**src/rtl/bcd_seq_multiplier.sv**
```systemverilog
// bcd_seq_multiplier
//   Sequential DIGITS x DIGITS BCD mantissa multiplier (shift-and-add, one
//   multiplier digit per pass). The BCD addition itself is done by an
//   external combinational BCD adder: this block drives its operands
//   (add_a/add_b) and consumes its result (add_sum/add_carry).
//
//   Optional build macro: BCD_MULT_INPUT_CHECK_EN
//     defined   : non-BCD nibbles on an accepted start abort the multiply;
//                 product is forced to 0 and err is raised.
//     undefined : no check, err tied low.
//
// Ports
//   clk        rising-edge clock
//   rst_n      asynchronous active-low reset
//   start      1-cycle request, accepted only in IDLE while done is low
//   mcand      multiplicand (BCD), captured on accept
//   mplier     multiplier (BCD), captured on accept
//   busy       high while the multiply is iterating (ADD/SHIFT)
//   done       1-cycle pulse, product valid
//   product    2*DIGITS-digit BCD product, held until the next completion
//   add_a      adder operand M1: accumulator high half
//   add_b      adder operand M2: multiplicand during ADD, else 0
//   add_sum    adder result Mr
//   add_carry  adder carry; only bit 0 is meaningful
//   err        non-BCD input flag (see macro above)
//
// State | meaning
//   IDLE  | waiting for start
//   ADD   | accumulate multiplicand into HI, once per unit of current digit
//   SHIFT | shift {CY,HI,LO} right one digit, load next multiplier digit
//   DONE  | register product and pulse done
module bcd_seq_multiplier #(
  parameter int DIGITS = 14,
  localparam int W = 4 * DIGITS
) (
  input  logic             clk,
  input  logic             rst_n,
  input  logic             start,
  input  logic [W-1:0]     mcand,
  input  logic [W-1:0]     mplier,
  output logic             busy,
  output logic             done,
  output logic [2*W-1:0]   product,
  output logic [W-1:0]     add_a,
  output logic [W-1:0]     add_b,
  input  logic [W-1:0]     add_sum,
  input  logic [3:0]       add_carry,
  output logic             err
);

  localparam int IW = (DIGITS > 1) ? $clog2(DIGITS) : 1;
  localparam logic [IW-1:0] LAST = IW'(DIGITS - 1);

  typedef enum logic [1:0] {IDLE, ADD, SHIFT, DONE} state_t;

  state_t          state, state_nxt;
  logic [W-1:0]    mc, mp, hi, lo;
  logic [3:0]      cy, cnt;
  logic [IW-1:0]   idx;
  logic            accept, bad_input;
  logic            unused_bits;

  // A start coinciding with the done pulse is deliberately dropped.
  assign accept = (state == IDLE) && start && !done;

  // Only bit 0 of the carry is meaningful; mp[3:0] is consumed via the
  // look-ahead of mp[7:4] during SHIFT.
  assign unused_bits = ^{add_carry[3:1], mp[3:0]};

`ifdef BCD_MULT_INPUT_CHECK_EN
  logic err_r;

  always_comb begin
    bad_input = 1'b0;
    for (int i = 0; i < DIGITS; i++) begin
      if ((mcand[4*i +: 4] > 4'd9) || (mplier[4*i +: 4] > 4'd9)) bad_input = 1'b1;
    end
  end

  always_ff @(posedge clk or negedge rst_n) begin
    if (!rst_n) err_r <= 1'b0;
    else if (accept) err_r <= bad_input;
  end

  assign err = err_r;
`else
  assign bad_input = 1'b0;
  assign err = 1'b0;
`endif

  always_ff @(posedge clk or negedge rst_n) begin
    if (!rst_n) state <= IDLE;
    else state <= state_nxt;
  end

  always_comb begin
    state_nxt = state;
    case (state)
      IDLE: begin
        if (accept) begin
          // A rejected operand runs one SHIFT of zeros as the final digit,
          // reaching DONE with a zero product.
          if (bad_input) state_nxt = SHIFT;
          else state_nxt = (mplier[3:0] != 4'd0) ? ADD : SHIFT;
        end
      end
      ADD: begin
        if (cnt == 4'd1) state_nxt = SHIFT;
      end
      SHIFT: begin
        if (idx == LAST) state_nxt = DONE;
        else state_nxt = (mp[7:4] != 4'd0) ? ADD : SHIFT;
      end
      DONE: state_nxt = IDLE;
      default: state_nxt = IDLE;
    endcase
  end

  always_ff @(posedge clk or negedge rst_n) begin
    if (!rst_n) begin
      mc      <= '0;
      mp      <= '0;
      hi      <= '0;
      lo      <= '0;
      cy      <= '0;
      cnt     <= '0;
      idx     <= '0;
      product <= '0;
      done    <= 1'b0;
    end else begin
      done <= 1'b0;
      case (state)
        IDLE: begin
          if (accept) begin
            mc  <= mcand;
            mp  <= mplier;
            hi  <= '0;
            lo  <= '0;
            cy  <= '0;
            cnt <= mplier[3:0];
            idx <= bad_input ? LAST : '0;
          end
        end
        ADD: begin
          hi  <= add_sum;
          // Accumulator stays below 10^(DIGITS+1), so CY never exceeds 9.
          cy  <= cy + {3'b000, add_carry[0]};
          cnt <= cnt - 4'd1;
        end
        SHIFT: begin
          lo <= {hi[3:0], lo[W-1:4]};
          hi <= {cy, hi[W-1:4]};
          cy <= '0;
          mp <= mp >> 4;
          if (idx != LAST) begin
            idx <= idx + 1'b1;
            cnt <= mp[7:4];
          end
        end
        DONE: begin
          product <= {hi, lo};
          done    <= 1'b1;
        end
        default: ;
      endcase
    end
  end

  assign busy  = (state == ADD) || (state == SHIFT);
  assign add_a = hi;
  assign add_b = (state == ADD) ? mc : '0;

endmodule

```
**config.mk**
```make
export PLATFORM = sky130hd
export DESIGN_NAME = bcd_seq_multiplier
export DESIGN_NICKNAME = d
export VERILOG_FILES = /design/src/rtl/bcd_seq_multiplier.sv
export SDC_FILE = /design/constraint.sdc
export NUM_CORES = 1
export LEC_CHECK = 0
export BUFFER_PORTS_ARGS = -buffer_cell sky130_fd_sc_hd__buf_2
export CAP_MARGIN = 20
export CORE_MARGIN = 2
export CORE_UTILIZATION = 47
export DETAILED_ROUTE_END_ITERATION = 8
export GPL_ROUTABILITY_DRIVEN = 0
export PLACE_DENSITY = 0.82
export REMOVE_ABC_BUFFERS = 1
export SYNTH_ARGS = -nofsm -noshare
export SYNTH_HDL_FRONTEND = slang
export SYNTH_SLANG_ARGS = --single-unit
```
**constraint.sdc**
```tcl
create_clock -name clk -period 2 [get_ports clk]
set_input_delay 0.2 -clock clk [delete_from_list [all_inputs] [get_ports clk]]
set_output_delay 0.2 -clock clk [all_outputs]
set_load 0.005 [all_outputs]
```
==> summary.md <==
| Metric | Value |
|---|---|
| WL final | roughly 42000 um |
| Worst Hold Launch | mplier[19] |
| Fill count | between 2000 and 2500 |
| Cell Count, Final, Fillers Out | between 2000 and 2500 |
| DRC | 0 |
| Inst Count DP | between 1500 and 2000 |
| Register area share after synthesis | 0.595 |
| CTS clock-pin slew for the worst setup and hold paths | about 60 ps |
| Num Clock Sinks | approximately 350 |
| CP Capture Type | output port |
| Comb pwr share | 0.397 |
| Routed vias | about 11000 |
| Synth unique cells | 39 |
| P&R area growth vs syn | 34.2% |
| Cell breakdown of the critical path | buf_4, ha_4, clkbuf_16, and2_1, buf_2 |
| IO buf count | just under 400 |
| Worst R2R End | mp[51] |
| Starting density of the core | 0.477 |
| Die height | around 180 um |
| Placed cell area | about 17000 sq um |
| Die ar. | about 32000 sq um |
| CTS tree | built |
| Mapped Cells | around 1200 |
| Worst path required time | between 1500 and 2000 ps |
| Most common cell after layout, fill and taps aside | buf_2 |
| Worst path arrival time | roughly 1800 ps |
| Seq pwr share | 0.375 |
| Internal power | just under 0.02 W |
| Number of global-route vias before repair | 11919 |
| Netlist Area Pre-Place | between 10000 and 15000 sq um |
| Crit path largest cell delay | around 390 ps |
| RSZ-0062 raised after global routing | true |
| Grt total ovfl | 0 |
| Cts bufs inserted | 36 |
| Slew headroom | 0.621 |
| Final Hold Viols | 0 |
| Net Sw Power | roughly 0.011 W |
| Clock Skew | 13.2 ps |
| Highest Clock Rate | ~500 MHz |
| Crit Path Max Fanout | 20 |
| Clock power frac | 0.228 |
| Root buf cell | clkbuf_16 |
| Kind of critical path | reg -> out |
| Hold EP | mp[19] |
| Max clock buf depth | 3 |
| WHS | about 24 ps |
| Syn_area_per_cell | ~12 sq um |
| Slowest-stage cell, CP | dfrtp_1 |
| Post-Layout Inst Area | about 20000 sq um |
| HP Class | in -> reg |
| Final min period | 1970 ps |
| Dpl hpwl | around 25000 um |
| Outcome | finished clean |
| H-tree depth | 2 |
| Dpl ws | just over 90 ps |
| Avg WL per Cell | 20.1 um |
| Slew Viols, Final | 0 |
| Register-to-Register Path Depth | 6 |
| Chip width | around 180 um |
| Flop2flop setup slack | approximately 100 ps |
| Hold Crit Depth | 3 |
| Yosys reg bits | between 300 and 400 |
| GRT Overall Usage | 0.252 |
| Initial antenna violation count | 5 |
| Max Cap Viol | 0 |
| Share of cells above drive strength 1 | 0.400 |
| Via-per-instance ratio | 5.45 |
| I/O Pins | roughly 400 |
| Worst slew pin tran | 569 ps |
| Maximum vdd drop | around 1100 uV |
| Row cnt | 64 |
| Leakage Power | 10.0 nW |
| Remaining antenna violation count | 0 |
| Reg-to-Reg Start | state[0] |
| Switching share of power | 0.366 |
| Most frequent cells in the layout | 396 x buf_2, 347 x dfrtp_1, 169 x mux2_2, 169 x nand2_1, 118 x a22o_1 |
| Final setup fails | 0 |
| Layout Nets | 1849 |
| CP Launch Type | register |
| Power Dens Cells | approximately 1600 nW/um^2 |
| First-pass GRT wire length | approximately 66000 um |
| Fraction of the cycle the final worst path needs | 0.986 |
| DR pass1 iterations | 7 |
| Clk_lat worst skew | roughly 520 ps |
| Largest net degree at the start of global routing | 97 |
| Core area | between 30000 and 40000 sq um |
| Yosys Warn Count | 0 |
| Drt initial violations | approximately 700 |
| Final WS setup | between 20 and 30 ps |
==> worst max path at each step <==
| stage | start | end | slack (ps) |
|---|---|---|---|
| after floorplan | state[0] | lo[0] | -4100 |
| after global placement | state[1] | mp[54] | 140 |
| after detailed placement | state[1] | mp[55] | 90 |
| after CTS | state[0] | add_b[10] | 30 |
| after global routing | state[0] | add_b[49] | -30 |
| final | state[0] | add_b[1] | 30 |
==> repair_timing <==
action / in CTS / in global routing
setup endpoints to repair: 57 / 53
setup buffers: 2 / 0
pin swaps: 1 / 0
endpoints found under the hold margin: 149 / 0
gates resized for setup: 3 / 5
hold buffers: 101 / 0
cloned: 1 / 2
==> registers in the layout, indices dropped and copies added (netlist names) <==
register  flops
cy            4
cnt           4
done          1
lo           56
product     112
mp           52
state         2
add_a        56
mc           56
idx           4
==> routing by layer <==
layer | part of all wire | global-route usage | vias up
li1 | - | - | 5117
met4 | 0.055 | 0.131 | 4
met2 | 0.49 | 0.419 | 519
met5 | 0.00055 | 0 | -
met3 | 0.067 | 0.0540 | 140
met1 | 0.39 | 0.311 | 5585
==> logic make-up after synthesis <==
kind of cell	synth area share
DFF	0.595
AOI/OAI and AO/OA	0.118
buffers and inverters	0.0297
other	0.000257
xor gates and xnor gates	0.00180
muxes	0.167
adders and majority gates	0.00943
and+or+nand+nor	0.0785
==> worst max-delay path: cells and delay by family (launching register included) <==
kind	cells	cell delay, ps
adder cells (fa/ha/maj)	1	220
AND/OR/NAND/NOR	1	140
flip-flops	1	390
buffers and inverters	3	500
==> synthesized netlist by cell type (all sizes together) <==
library cell  number  area [sq um]
o31a               1          8.76
mux2             173          1960
nor2               7          26.3
buf               46           238
and4               1          8.76
clkbuf            44           165
a211oi             2          15.0
a21o               2          15.0
a21oi              4          20.0
a21boi             2          15.0
or4                1          7.51
o21ai            112           561
nand2            169           634
xor2               1          8.76
conb               1          3.75
nand2b             6          45.0
inv                8          30.0
ha                11           138
nand3b             1          11.3
dfrtp            347          8680
a22o             118          1030
nand4              2          12.5
a31oi              2          12.5
and2              57           357
o31ai              1          7.51
o21a               1          7.51
mux2i             48           480
nor4               2          12.5
or3b               1          8.76
a22oi              3          22.5
or2                1          6.26
xnor2              2          17.5
nand3              3          15.0
==> metrics by stage <==
step / power [W] / utilization / setup TNS, ps
after detailed placement: 0.0225 / 0.562 / 0
after floorplan: 0.0173 / - / -880970
after CTS: 0.0300 / 0.637 / 0
final: 0.0304 / 0.640 / 0
after global routing: 0.0322 / 0.640 / -747
after global placement: 0.0220 / 0.562 / 0
==> power groups by stage <==
stage	Clock (W)	Combinational, W	Sequential [W]
6_report	0.00693	0.0121	0.0114
2_1_floorplan	0	0.00624	0.0111
4_1_cts	0.00703	0.0117	0.0113
3_3_place_gp	0	0.0108	0.0112
3_5_place_dp	0	0.0111	0.0114
5_1_grt	0.00737	0.0131	0.0117
==> area by class of cell <==
cell class / instances / area (sq um) / area share
multi-input combinational: 735 / 5560 / 0.284
clock inverter: 13 / 229 / 0.0117
antenna: 4 / 10.0 / 0.000511
inverter: 8 / 30.0 / 0.00153
clock buffer: 49 / 990 / 0.0505
sequential: 347 / 8680 / 0.443
tap: 396 / 495 / 0.0253
timing repair buffer: 535 / 3580 / 0.183
(Power assumes the default switching activity.)
